**src/rtl/rv32v_mem_lane_sequencer.sv**
```systemverilog
// rtl/rv32v_mem_lane_sequencer.sv - two-lane vector load/store sequencer onto a single-port data memory
// Each active lane becomes one word access; misaligned lanes are skipped and flagged at completion.
module rv32v_mem_lane_sequencer (
  input  logic        CLK,
  input  logic        nRST,
  input  logic        load,
  input  logic        store,
  input  logic        wen0,
  input  logic        wen1,
  input  logic [31:0] aluresult0,
  input  logic [31:0] aluresult1,
  input  logic [31:0] storedata0,
  input  logic [31:0] storedata1,
  input  logic [1:0]  eew,
  input  logic [4:0]  vd,
  output logic        mem_ready,
  output logic        dmem_ren,
  output logic        dmem_wen,
  output logic [31:0] dmem_addr,
  output logic [31:0] dmem_wdata,
  output logic [3:0]  dmem_byte_en,
  input  logic [31:0] dmem_rdata,
  input  logic        dmem_busy,
  output logic        done,
  output logic        wb_wen0,
  output logic        wb_wen1,
  output logic [31:0] wb_data0,
  output logic [31:0] wb_data1,
  output logic [4:0]  wb_vd,
  output logic        misaligned
);

  typedef enum logic [1:0] {IDLE, LANE0, LANE1, DONE} state_t;

  state_t      state;
  logic        op_load;
  logic [1:0]  lane_wen;
  logic [1:0]  lane_mis;
  logic [31:0] addr0_r, addr1_r;
  logic [31:0] data0_r, data1_r;
  logic [1:0]  eew_r;
  logic [4:0]  vd_r;
  logic [31:0] wb_data0_r, wb_data1_r;

  function automatic logic lane_ok(input logic [1:0] e, input logic [1:0] a);
    case (e)
      2'b00:   lane_ok = 1'b1;
      2'b01:   lane_ok = ~a[0];
      2'b10:   lane_ok = (a == 2'b00);
      default: lane_ok = 1'b0;
    endcase
  endfunction

  function automatic logic [3:0] lane_be(input logic [1:0] e, input logic [1:0] a);
    case (e)
      2'b00:   lane_be = 4'b0001 << a;
      2'b01:   lane_be = 4'b0011 << {a[1], 1'b0};
      default: lane_be = 4'b1111;
    endcase
  endfunction

  function automatic logic [4:0] lane_shift(input logic [1:0] e, input logic [1:0] a);
    case (e)
      2'b00:   lane_shift = {a, 3'b000};
      2'b01:   lane_shift = {a[1], 4'b0000};
      default: lane_shift = 5'd0;
    endcase
  endfunction

  function automatic logic [31:0] lane_mask(input logic [1:0] e);
    case (e)
      2'b00:   lane_mask = 32'h0000_00FF;
      2'b01:   lane_mask = 32'h0000_FFFF;
      default: lane_mask = 32'hFFFF_FFFF;
    endcase
  endfunction

  logic        active, cur_ok, strobe, lane_done;
  logic [31:0] cur_addr, cur_data, cur_mask, rd_lane;
  logic [4:0]  cur_shift;

  // Memory-side signals decode straight from registered state so a reset drops them at once.
  always_comb begin
    active    = (state == LANE0) || (state == LANE1);
    cur_addr  = (state == LANE1) ? addr1_r : addr0_r;
    cur_data  = (state == LANE1) ? data1_r : data0_r;
    cur_ok    = lane_ok(eew_r, cur_addr[1:0]);
    cur_shift = lane_shift(eew_r, cur_addr[1:0]);
    cur_mask  = lane_mask(eew_r);
    strobe    = active && cur_ok;
    lane_done = active && (!cur_ok || !dmem_busy);
    rd_lane   = (dmem_rdata >> cur_shift) & cur_mask;
  end

  assign mem_ready    = (state == IDLE);
  assign dmem_ren     = strobe && op_load;
  assign dmem_wen     = strobe && !op_load;
  assign dmem_addr    = active ? {cur_addr[31:2], 2'b00} : 32'h0;
  assign dmem_byte_en = strobe ? lane_be(eew_r, cur_addr[1:0]) : 4'b0000;
  assign dmem_wdata   = dmem_wen ? ((cur_data & cur_mask) << cur_shift) : 32'h0;

  assign done       = (state == DONE);
  assign wb_wen0    = done && op_load && lane_wen[0] && !lane_mis[0];
  assign wb_wen1    = done && op_load && lane_wen[1] && !lane_mis[1];
  assign wb_data0   = wb_data0_r;
  assign wb_data1   = wb_data1_r;
  assign wb_vd      = vd_r;
  assign misaligned = done && (lane_mis != 2'b00);

  always_ff @(posedge CLK or negedge nRST) begin
    if (!nRST) begin
      state      <= IDLE;
      op_load    <= 1'b0;
      lane_wen   <= 2'b00;
      lane_mis   <= 2'b00;
      addr0_r    <= 32'h0;
      addr1_r    <= 32'h0;
      data0_r    <= 32'h0;
      data1_r    <= 32'h0;
      eew_r      <= 2'b00;
      vd_r       <= 5'd0;
      wb_data0_r <= 32'h0;
      wb_data1_r <= 32'h0;
    end else begin
      case (state)
        IDLE: begin
          if ((load || store) && (wen0 || wen1)) begin
            op_load  <= load;
            lane_wen <= {wen1, wen0};
            lane_mis <= 2'b00;
            addr0_r  <= aluresult0;
            addr1_r  <= aluresult1;
            data0_r  <= storedata0;
            data1_r  <= storedata1;
            eew_r    <= eew;
            vd_r     <= vd;
            state    <= wen0 ? LANE0 : LANE1;
          end
        end
        LANE0: begin
          if (lane_done) begin
            if (!cur_ok)      lane_mis[0] <= 1'b1;
            else if (op_load) wb_data0_r  <= rd_lane;
            state <= lane_wen[1] ? LANE1 : DONE;
          end
        end
        LANE1: begin
          if (lane_done) begin
            if (!cur_ok)      lane_mis[1] <= 1'b1;
            else if (op_load) wb_data1_r  <= rd_lane;
            state <= DONE;
          end
        end
        DONE:    state <= IDLE;
        default: state <= IDLE;
      endcase
    end
  end

endmodule

```
**config.mk**
```make
export PLATFORM = sky130hd
export DESIGN_NAME = rv32v_mem_lane_sequencer
export DESIGN_NICKNAME = d
export VERILOG_FILES = /design/src/rtl/rv32v_mem_lane_sequencer.sv
export SDC_FILE = /design/constraint.sdc
export NUM_CORES = 1
export LEC_CHECK = 0
export CORE_ASPECT_RATIO = 0.8
export CORE_MARGIN = 8
export CORE_UTILIZATION = 51
export DETAILED_ROUTE_END_ITERATION = 10
export GPL_TIMING_DRIVEN = 0
export PLACE_DENSITY_LB_ADDON = 0.05
export SLEW_MARGIN = 20
export SYNTH_ARGS = -nofsm -noshare
export SYNTH_HDL_FRONTEND = slang
export SYNTH_SLANG_ARGS = --single-unit
```
**constraint.sdc**
```tcl
create_clock -name CLK -period 4.75 [get_ports CLK]
set_input_delay 0.95 -clock CLK [delete_from_list [all_inputs] [get_ports CLK]]
set_output_delay 0.95 -clock CLK [all_outputs]
set_load 0.01 [all_outputs]
```
==> results of run 1 <==
-- path summary, 6_finish.rpt --
| path | from | to | slack (ns) | cells past startpoint |
|---|---|---|---|---|
| worst max-delay path | state[0]$_DFFE_PN0P_ | dmem_byte_en[1] | 0.20 | 8 |
| worst min-delay path | nRST | addr1_r[26]$_DFFE_PN0P_ | 0.37 | 1 |
| worst max register to register | state[0]$_DFFE_PN0P_ | wb_data0[7]$_DFFE_PN0P_ | 2.02 | 8 |
| worst min register to register | wb_data1[4]$_DFFE_PN0P_ | wb_data1[4]$_DFFE_PN0P_ | 0.49 | 1 |
| max in group asynchronous | nRST | data1_r[27]$_DFFE_PN0P_ | 3.26 | 3 |
| min in group CLK | wb_data1[4]$_DFFE_PN0P_ | wb_data1[4]$_DFFE_PN0P_ | 0.49 | 1 |
-- power by group through the flow --
stage / clock [mW] / sequential [mW] / combinational (mW)
global route: 1.94 / 3.14 / 5.78
CTS: 1.87 / 3.04 / 5.38
floorplan: 0 / 3.04 / 3.04
global placement: 0 / 3.03 / 5.24
finish: 1.84 / 3.04 / 5.36
detailed placement: 0 / 3.06 / 5.33
-- worst max-delay path, cell delays in order (launching register included) --
cell	delay, ns
dfrtp_1	0.41
inv_1	0.09
ha_1	0.16
buf_6	0.15
mux2i_1	0.73
clkbuf_1	0.44
a21oi_1	0.13
nor3_1	0.34
clkdlybuf4s50_1	0.64
-- routing by layer --
| metal | vias up | global-route usage (%) | wire, um |
|---|---|---|---|
| met4 | 0 | 7.99 | 985 |
| li1 | 3525 | - | - |
| met3 | 57 | 7.61 | 2650 |
| met2 | 340 | 38.9 | 14200 |
| met5 | - | 0 | 0 |
| met1 | 3772 | 31.8 | 12900 |
-- state kept, by name, summed over array words and instances (netlist names) --
name,flops
addr0_r,32
addr1_r,32
data0_r,32
data1_r,32
wb_data0,32
wb_data1,32
wb_vd,5
eew_r,2
lane_mis,2
lane_wen,2
state,2
op_load,1
-- cell families after synthesis --
kind of cell	Yosys count	synth area share, %
muxes	272	31.0
DFF	206	51.6
and+or+nand+nor	148	7.10
AOI/OAI and AO/OA	100	6.21
buffers and inverters	67	3.54
adders and majority gates	4	0.501
other	1	0.0375
xor gates and xnor gates	1	0.0876
-- layout by cell type (no fill, tap or decap), types with 23 or more instances in the layout --
cell,netlist,final
mux2i_1,51,51
a21oi_1,29,29
mux2_4,25,25
dfrtp_1,206,206
buf_2,28,28
nor2_1,62,62
nand2_1,23,23
clkdlybuf4s50_1,0,314
mux2_2,188,188
o21ai_0,42,42
-- metrics by stage --
step	power (mW)	area [um2]
after floorplan	6.08	10000
after global placement	8.27	13500
after detailed placement	8.39	13500
after CTS	10.3	14300
after global routing	10.9	14300
final	10.2	14300
-- area by class of cell --
class / count / share of cell area, %
diodes: 5 / 0.0872
plain buffers: 60 / 2.29
clock buffers: 31 / 4.56
clock inverters: 9 / 0.960
inverters: 7 / 0.183
multi-input cells: 527 / 31.3
flip-flops and latches: 206 / 35.9
well taps: 258 / 2.25
repair buffers: 317 / 22.4
==> metrics.txt, run 1 <==
top-count cell post-synth dfrtp_1; I/O pin count 318; area delta synth->final 43.5%; Placed Cells about 1,400; Synth Flop Type dfrtp_1; clock buffer depth 3; P_int between 6 and 7 mW; # H-tree levels 1; via/cell ratio between 5 and 6; initial antenna violation count 4; ys async rst share 100%; total CTS buffers 22; Final Skew 0.0102 ns; crit-path max FO 10; Critical Path RT around 3.8 ns; worst hold slack 0.369 ns; Fin. Hold Viols 0; pwr dens between 700 and 800 nW/um2; Psw ~3.8 mW; Root Buffer clkbuf_16; routability cong. slightly above 0.9; Max-slew headroom 41.5%; Vias between 7,000 and 8,000; flops & latches, synth just over 200; First DRT Iteration DRCs 473; Setup Buffers After CTS 0; peak supply drop 0.484 mV; sequential fraction of the synthesis area 51.6%; Worst setup EP type output port; Final period util between 90% and 100%; Mapped Area 10000 um2; first-pass GRT wire length roughly 48,000 um; CTS tree done; Post-CTS Hold Fix Bufs 0; fmax between 200 and 250 MHz; post-layout util 75.1%; Die Span X between 150 and 200 um; top cells by count, synth 206 x dfrtp_1, 188 x mux2_2, 62 x nor2_1; post-route insts no fill approximately 1,400; number of flops mapped to enable cells by yosys 0; final setup violation count 0; Hold Path Class in2async; Final min period 4.55 ns; WS Path Type reg2out; vias in the first global route 8,191; fill count between 1,000 and 1,500; Worst Tran Pin Value 0.853 ns; core area between 15,000 and 20,000 um2; layout cells sized above 1 between 20% and 30%; DRC 0; cts repair resizes 0; Post-Place Setup Slack 0.815 ns; outcome completed; Reg clk slew, reported paths around 0.060 ns; YS warnings 0; die height about 140 um; Setup TNS 0 ns; Routed Antenna Nets 0; leading area contributor after synthesis dfrtp_1; first drt pass iteration count 5; register area 5150 um2; num rows 45; gr usage total 24.6%; Clock power frac around 18%; net switching share of the total power roughly 37%; Mapped Cells 799; latest clock arrival within the worst-skew pair around 0.5 ns; largest net degree at the start of global routing between 70 and 80; WL/cell ~22 um; Sink Count between 200 and 250; Starting Density a little over half; startpoint types flip-flop; multi-input logic area between 4000 and 5000 um2; RSZ-0062 raised after global routing no; Port Buffers about 320; die area around 24,000 um2; total congestion overflow 0; hpwl dp approximately 23,000 um; Post-Syn Area per Cell ~13 um2; part of the power in registers 29.7%; Final Max Tran Viols 0; combinational fraction of design power a little over half; Synth top area share a little over 50%; Final WS setup approximately 0.2 ns; synth unique cells 43; Worst EP arrival 3.60 ns; Max-cap violations 0; Lkg Pwr 6.13 nW; Final #Nets around 1,300; final wirelength 30,700 um; largest cells by area after synthesis dfrtp_1 52%, mux2_2 21%, mux2i_1 5.1%, mux2_4 3.8%, nor2_1 2.3%
(Power assumes the default switching activity.)
==> inputs of run 2 (changes only) <==
--- a/config.mk
+++ b/config.mk
@@ -5,9 +5,10 @@
 export SDC_FILE = /design/constraint.sdc
 export NUM_CORES = 1
 export LEC_CHECK = 0
+export ABC_AREA = 1
 export CORE_ASPECT_RATIO = 0.8
 export CORE_MARGIN = 8
-export CORE_UTILIZATION = 51
+export CORE_UTILIZATION = 50
 export DETAILED_ROUTE_END_ITERATION = 10
 export GPL_TIMING_DRIVEN = 0
 export PLACE_DENSITY_LB_ADDON = 0.05
==> metrics.txt, run 2 <==
outcome completed; latest clock arrival within the worst-skew pair around 0.52 ns; post-route insts no fill 1,687; synth unique cells 35; uppermost layer routed met4; sum of buffers and inverters on the critical path 5; Hold Path Class in2async; cts repair resizes 0; Setup Buffers After CTS 0; Lkg Pwr between 6 and 7 nW; # H-tree levels 1; top cells by count, synth 206 x dfrtp_1, 202 x nand2_1, 169 x nor2_1; metal2 WL around 15,000 um; Final min period ~4.4 ns; initial antenna violation count 2; I/O pin count between 300 and 400; flops & latches, synth 206; Starting Density between 50 and 60%; Max-slew headroom a little under half; first-pass GRT wire length roughly 50,000 um; startpoint types flip-flop; Mapped Cells ~1,100; largest cells by area after synthesis dfrtp_1 52%, mux2_2 15%, o21ai_0 7.8%, nand2_1 7.7%, nor2_1 6.4%; WS Path Type reg2out; RSZ-0062 raised after global routing no; number of flops mapped to enable cells by yosys 0; Port Buffers 315; vias in the first global route between 9,000 and 10,000; commonest non-fill, non-tap cell in the layout clkdlybuf4s50_1; YS warnings 0; Die Span X around 170 um; Post-Syn Area per Cell about 9 um2; Sink Count 206; Fin. Hold Viols 0; flop-to-flop setup slack approximately 2.2 ns; core area just under 20,000 um2; via/cell ratio 5.30; fill count roughly 1,600; largest net degree at the start of global routing 83; Worst Tran Pin Value a little under 0.8 ns; hpwl dp ~25,000 um; first drt pass iteration count 7; DRC 0; Mapped Area approximately 9900 um2; routability cong. between 0.8 and 0.9; die height roughly 140 um; WP depth 11; final wirelength 33,000 um; Routed Antenna Nets 0; CP cell instances inv_1 -> ha_1 -> buf_4 -> inv_4 -> nand2_2 -> nand2_1 -> nand2_1 -> buf_1 -> nand2_2 -> a21oi_1 -> clkdlybuf4s50_1; CTS tree done; total congestion overflow 0; num rows between 40 and 50; met3 routed WL around 3400 um; top-count cell post-synth dfrtp_1; sequential fraction of the synthesis area around 52%; die area 24,500 um2; Final Skew 0.0206 ns; total CTS buffers 22; Synth top area share 52.3%; pwr dens a little under 700 nW/um2; Final period util roughly nine tenths; Worst EP arrival 3.40 ns; final setup violation count 0; layout cells sized above 1 about 15%; Worst setup EP type output port; gr usage total between 20% and 30%; ys async rst share 100%; clock buffer depth 3; worst hold slack 0.369 ns; peak supply drop around 0.41 mV; fmax approximately 230 MHz; Final #Nets 1,583; crit-path leading delay family buffers and inverters; Critical Path RT 3.80 ns; Max-cap violations 0; Synth Flop Type dfrtp_1; Vias a little under 9,000; crit-path max FO 10; Final Max Tran Viols 0; First DRT Iteration DRCs ~710; Post-Place Setup Slack a little under 1 ns; worst reg-to-reg path cell count 13; post-layout util between 70 and 80%; area delta synth->final 43.6%; Placed Cells approximately 1,600; most frequent cells in the layout 314 x clkdlybuf4s50_1, 206 x dfrtp_1, 202 x nand2_1; CP peak stage delay 0.58 ns; Root Buffer clkbuf_16; Post-CTS Hold Fix Bufs 0; leading area contributor after synthesis dfrtp_1; Reg clk slew, reported paths approximately 0.070 ns; WL/cell roughly 20 um; slowest CP cell clkdlybuf4s50_1; met1 wire length 13,600 um; Final WS setup 0.396 ns
run 2: cell types whose count changed in the layout (fill, tap and decap cells not counted), sizes merged, moves of 15 or more:
cell,previous run,this run
and2,16,0
a32oi,16,0
clkbuf,51,66
nand2,23,212
o21ai,43,156
inv,7,48
mux2,220,128
mux2i,52,0
nor2,63,174
run 2: final cells by class:
cell class	instances	area, um2	share of cell area [%]
diodes	2	5.00	0.0354
inverters	49	186	1.32
flip-flops and latches	206	5150	36.4
repair buffers	317	3210	22.7
clock buffers	35	659	4.66
multi-input cells	740	4190	29.6
clock inverters	5	86.3	0.610
well taps	264	330	2.33
plain buffers	69	329	2.33
run 2: stage by stage:
step | setup TNS, ns | cell area [um2] | power (mW)
finish | 0 | 14200 | 9.84
floorplan | 0 | 9860 | 5.74
detailed placement | 0 | 13400 | 8.06
global route | 0 | 14200 | 10.5
global placement | -1237.38 | 13300 | 7.93
CTS | 0 | 14100 | 9.86
run 2: power by group:
group	switching [mW]	leakage, nW	internal [mW]
combinational	2.72	3.60	2.32
sequential	0.440	2.51	2.59
clock	0.708	0.366	1.06
total	3.87	6.48	5.97
run 2: logic make-up (layout without fill, tap and decap cells):
family | after synthesis | in the layout | synth area share (%)
flops | 206 | 206 | 52.3
simple gates | 401 | 401 | 16.5
compound gates | 205 | 205 | 10.7
mux | 128 | 128 | 14.6
other cells | 1 | 4 | 0.0381
buf+inv | 118 | 475 | 5.23
fa+ha+maj | 4 | 4 | 0.508
run 2: worst reg2reg max path: stages (launching register included):
cell and delay (ns):
dfrtp_1 0.39, inv_1 0.08, ha_1 0.19, buf_4 0.17, inv_4 0.12, nand2_2 0.06, nand2_1 0.12, nand2_1 0.19
inv_1 0.21, buf_2 0.30, o21ai_0 0.12, nor2_1 0.32, nand2_1 0.11, nand2_1 0.07
run 2: routing by layer:
| layer | vias up | track usage, % |
|---|---|---|
| met5 | - | 0 |
| met4 | 0 | 7.25 |
| met3 | 64 | 8.74 |
| met2 | 404 | 42.1 |
| met1 | 4302 | 33.6 |
| li1 | 4175 | - |
run 2: path summary, 6_finish.rpt:
check                                              start                       end
worst max-delay path                state[0]$_DFFE_PN0P_            dmem_wdata[11]
max in group asynchronous                           nRST  wb_data0[29]$_DFFE_PN0P_
worst min register to register  wb_data0[25]$_DFFE_PN0P_  wb_data0[25]$_DFFE_PN0P_
worst max register to register      state[0]$_DFFE_PN0P_  wb_data0[14]$_DFFE_PN0P_
min in group CLK                wb_data0[25]$_DFFE_PN0P_  wb_data0[25]$_DFFE_PN0P_
worst min-delay path                                nRST    addr1_r[4]$_DFFE_PN0P_
==> inputs of run 3 (changes only) <==
--- a/config.mk
+++ b/config.mk
@@ -8,9 +8,10 @@
 export ABC_AREA = 1
 export CORE_ASPECT_RATIO = 0.8
 export CORE_MARGIN = 8
-export CORE_UTILIZATION = 50
+export CORE_UTILIZATION = 40
 export DETAILED_ROUTE_END_ITERATION = 10
 export GPL_TIMING_DRIVEN = 0
+export MAX_ROUTING_LAYER = met4
 export PLACE_DENSITY_LB_ADDON = 0.05
 export SLEW_MARGIN = 20
 export SYNTH_ARGS = -nofsm -noshare
==> metrics.txt, run 3 (synthesis gave the netlist of run 2 again) <==
Final Skew about 0.014 ns; RSZ-0062 raised after global routing no; multi-input logic area about 4200 um2; WL/cell 19.7 um; FF-to-FF End wb_data0[14]$_DFFE_PN0P_; startpoint types flip-flop; Cell Area, Placed ~13,000 um2; final instance area 14,200 um2; crit-path max FO 10; area delta synth->final 44.6%; die height approximately 160 um; CTS tree done; latest clock arrival within the worst-skew pair between 0.5 and 0.6 ns; # H-tree levels 1; Final Max Tran Viols 0; I/O pin count approximately 320; fmax roughly 230 MHz; post-layout util roughly 59%; Hold Path Class in2async; via/cell ratio 5.02; Lkg Pwr between 6 and 7 nW; layout cells sized above 1 between 10% and 20%; core area about 24,000 um2; outcome completed; final wirelength ~34,000 um; die area around 30,000 um2; Critical Path RT approximately 3.8 ns; Final min period 4.41 ns; gr usage total between 20% and 30%; commonest non-fill, non-tap cell in the layout clkdlybuf4s50_1; fill count about 2,200; worst reg-to-reg path cell count 13; cts repair resizes 0; clock buffer depth 3; Vias roughly 8,800; register area 5150 um2; final setup violation count 0; Max-slew headroom between 40% and 50%; crit path from state[0]$_DFFE_PN0P_; Max-cap violations 0; total congestion overflow 0; routability cong. about 0.86; Fin. Hold Viols 0; total CTS buffers 23; hpwl dp roughly 26,000 um; vias in the first global route 9,225; Final #Nets around 1,600; peak supply drop 0.360 mV; first-pass GRT wire length 53,000 um; first drt pass iteration count 5; WS Path Type reg2out; Worst setup EP type output port; Reg clk slew, reported paths around 0.060 ns; Root Buffer clkbuf_16; Sink Count 206; Port Buffers about 320; Worst Tran Pin Value between 0.8 and 0.9 ns; pwr dens around 700 nW/um2; Die Span X 191 um; flop-to-flop setup slack roughly 2.2 ns; DRC 0; Final period util 92.9%; num rows between 50 and 60; R2R Path Start state[0]$_DFFE_PN0P_; Starting Density approximately 40%; Post-CTS Hold Fix Bufs 0; largest net degree at the start of global routing 81; First DRT Iteration DRCs 438; Worst EP arrival roughly 3.5 ns; initial antenna violation count 3; Routed Antenna Nets 0; Setup Buffers After CTS 0; most frequent cells in the layout 314 x clkdlybuf4s50_1, 206 x dfrtp_1, 202 x nand2_1
-- run 3: layout make-up --
class	instances	area share, %
diodes	4	0.0702
plain buffers	69	2.31
clock buffers	31	4.67
clock inverters	10	0.746
inverters	49	1.31
multi-input cells	740	29.4
flip-flops and latches	206	36.2
well taps	318	2.79
repair buffers	317	22.5
-- run 3: how the worst max path moves through the flow --
stage / endpoint / cells after the start
CTS: dmem_addr[22] / 9
global placement: addr0_r[28]$_DFFE_PN0P_ / 1
global route: dmem_addr[5] / 9
floorplan: dmem_wdata[25] / 13
detailed placement: dmem_wdata[30] / 10
finish: dmem_wdata[14] / 10
-- run 3: metrics by stage --
step | setup WS (ns) | hold WS [ns] | power [mW] | std cells | setup TNS [ns]
final | 0.338 | 0.384 | 9.89 | 1744 | 0
after global routing | 0.136 | 0.431 | 10.6 | 1743 | 0
after CTS | 0.314 | 0.412 | 9.98 | 1740 | 0
after detailed placement | 0.893 | 0.473 | 8.11 | 1699 | 0
after global placement | -6.40 | 0.469 | 8.03 | 1697 | -1313.54
after floorplan | 1.99 | 0.445 | 5.74 | 1064 | 0
-- run 3: power by group --
group          internal (mW)  switching, mW
combinational           2.32           2.73
clock                   1.09          0.736
sequential              2.59          0.433
-- run 3: per-layer routing --
metal  routed length, um  global-route usage (%)  vias to the layer above
met1               15400                    31.0                     4239
li1                    -                       -                     4178
met2               15500                    35.7                      308
met3                2930                    6.23                       31
met4                 499                    4.57                        0
met5                   0                       -                        -
-- run 3: worst max-delay path, stage by stage (launching register included) --
cell             delay (ns)
dfrtp_1                0.40
inv_1                  0.08
ha_1                   0.19
buf_4                  0.17
inv_4                  0.12
clkbuf_1               0.67
o21ai_0                0.27
o21ai_0                0.24
nand2_1                0.09
nor2_1                 0.11
clkdlybuf4s50_1        0.60
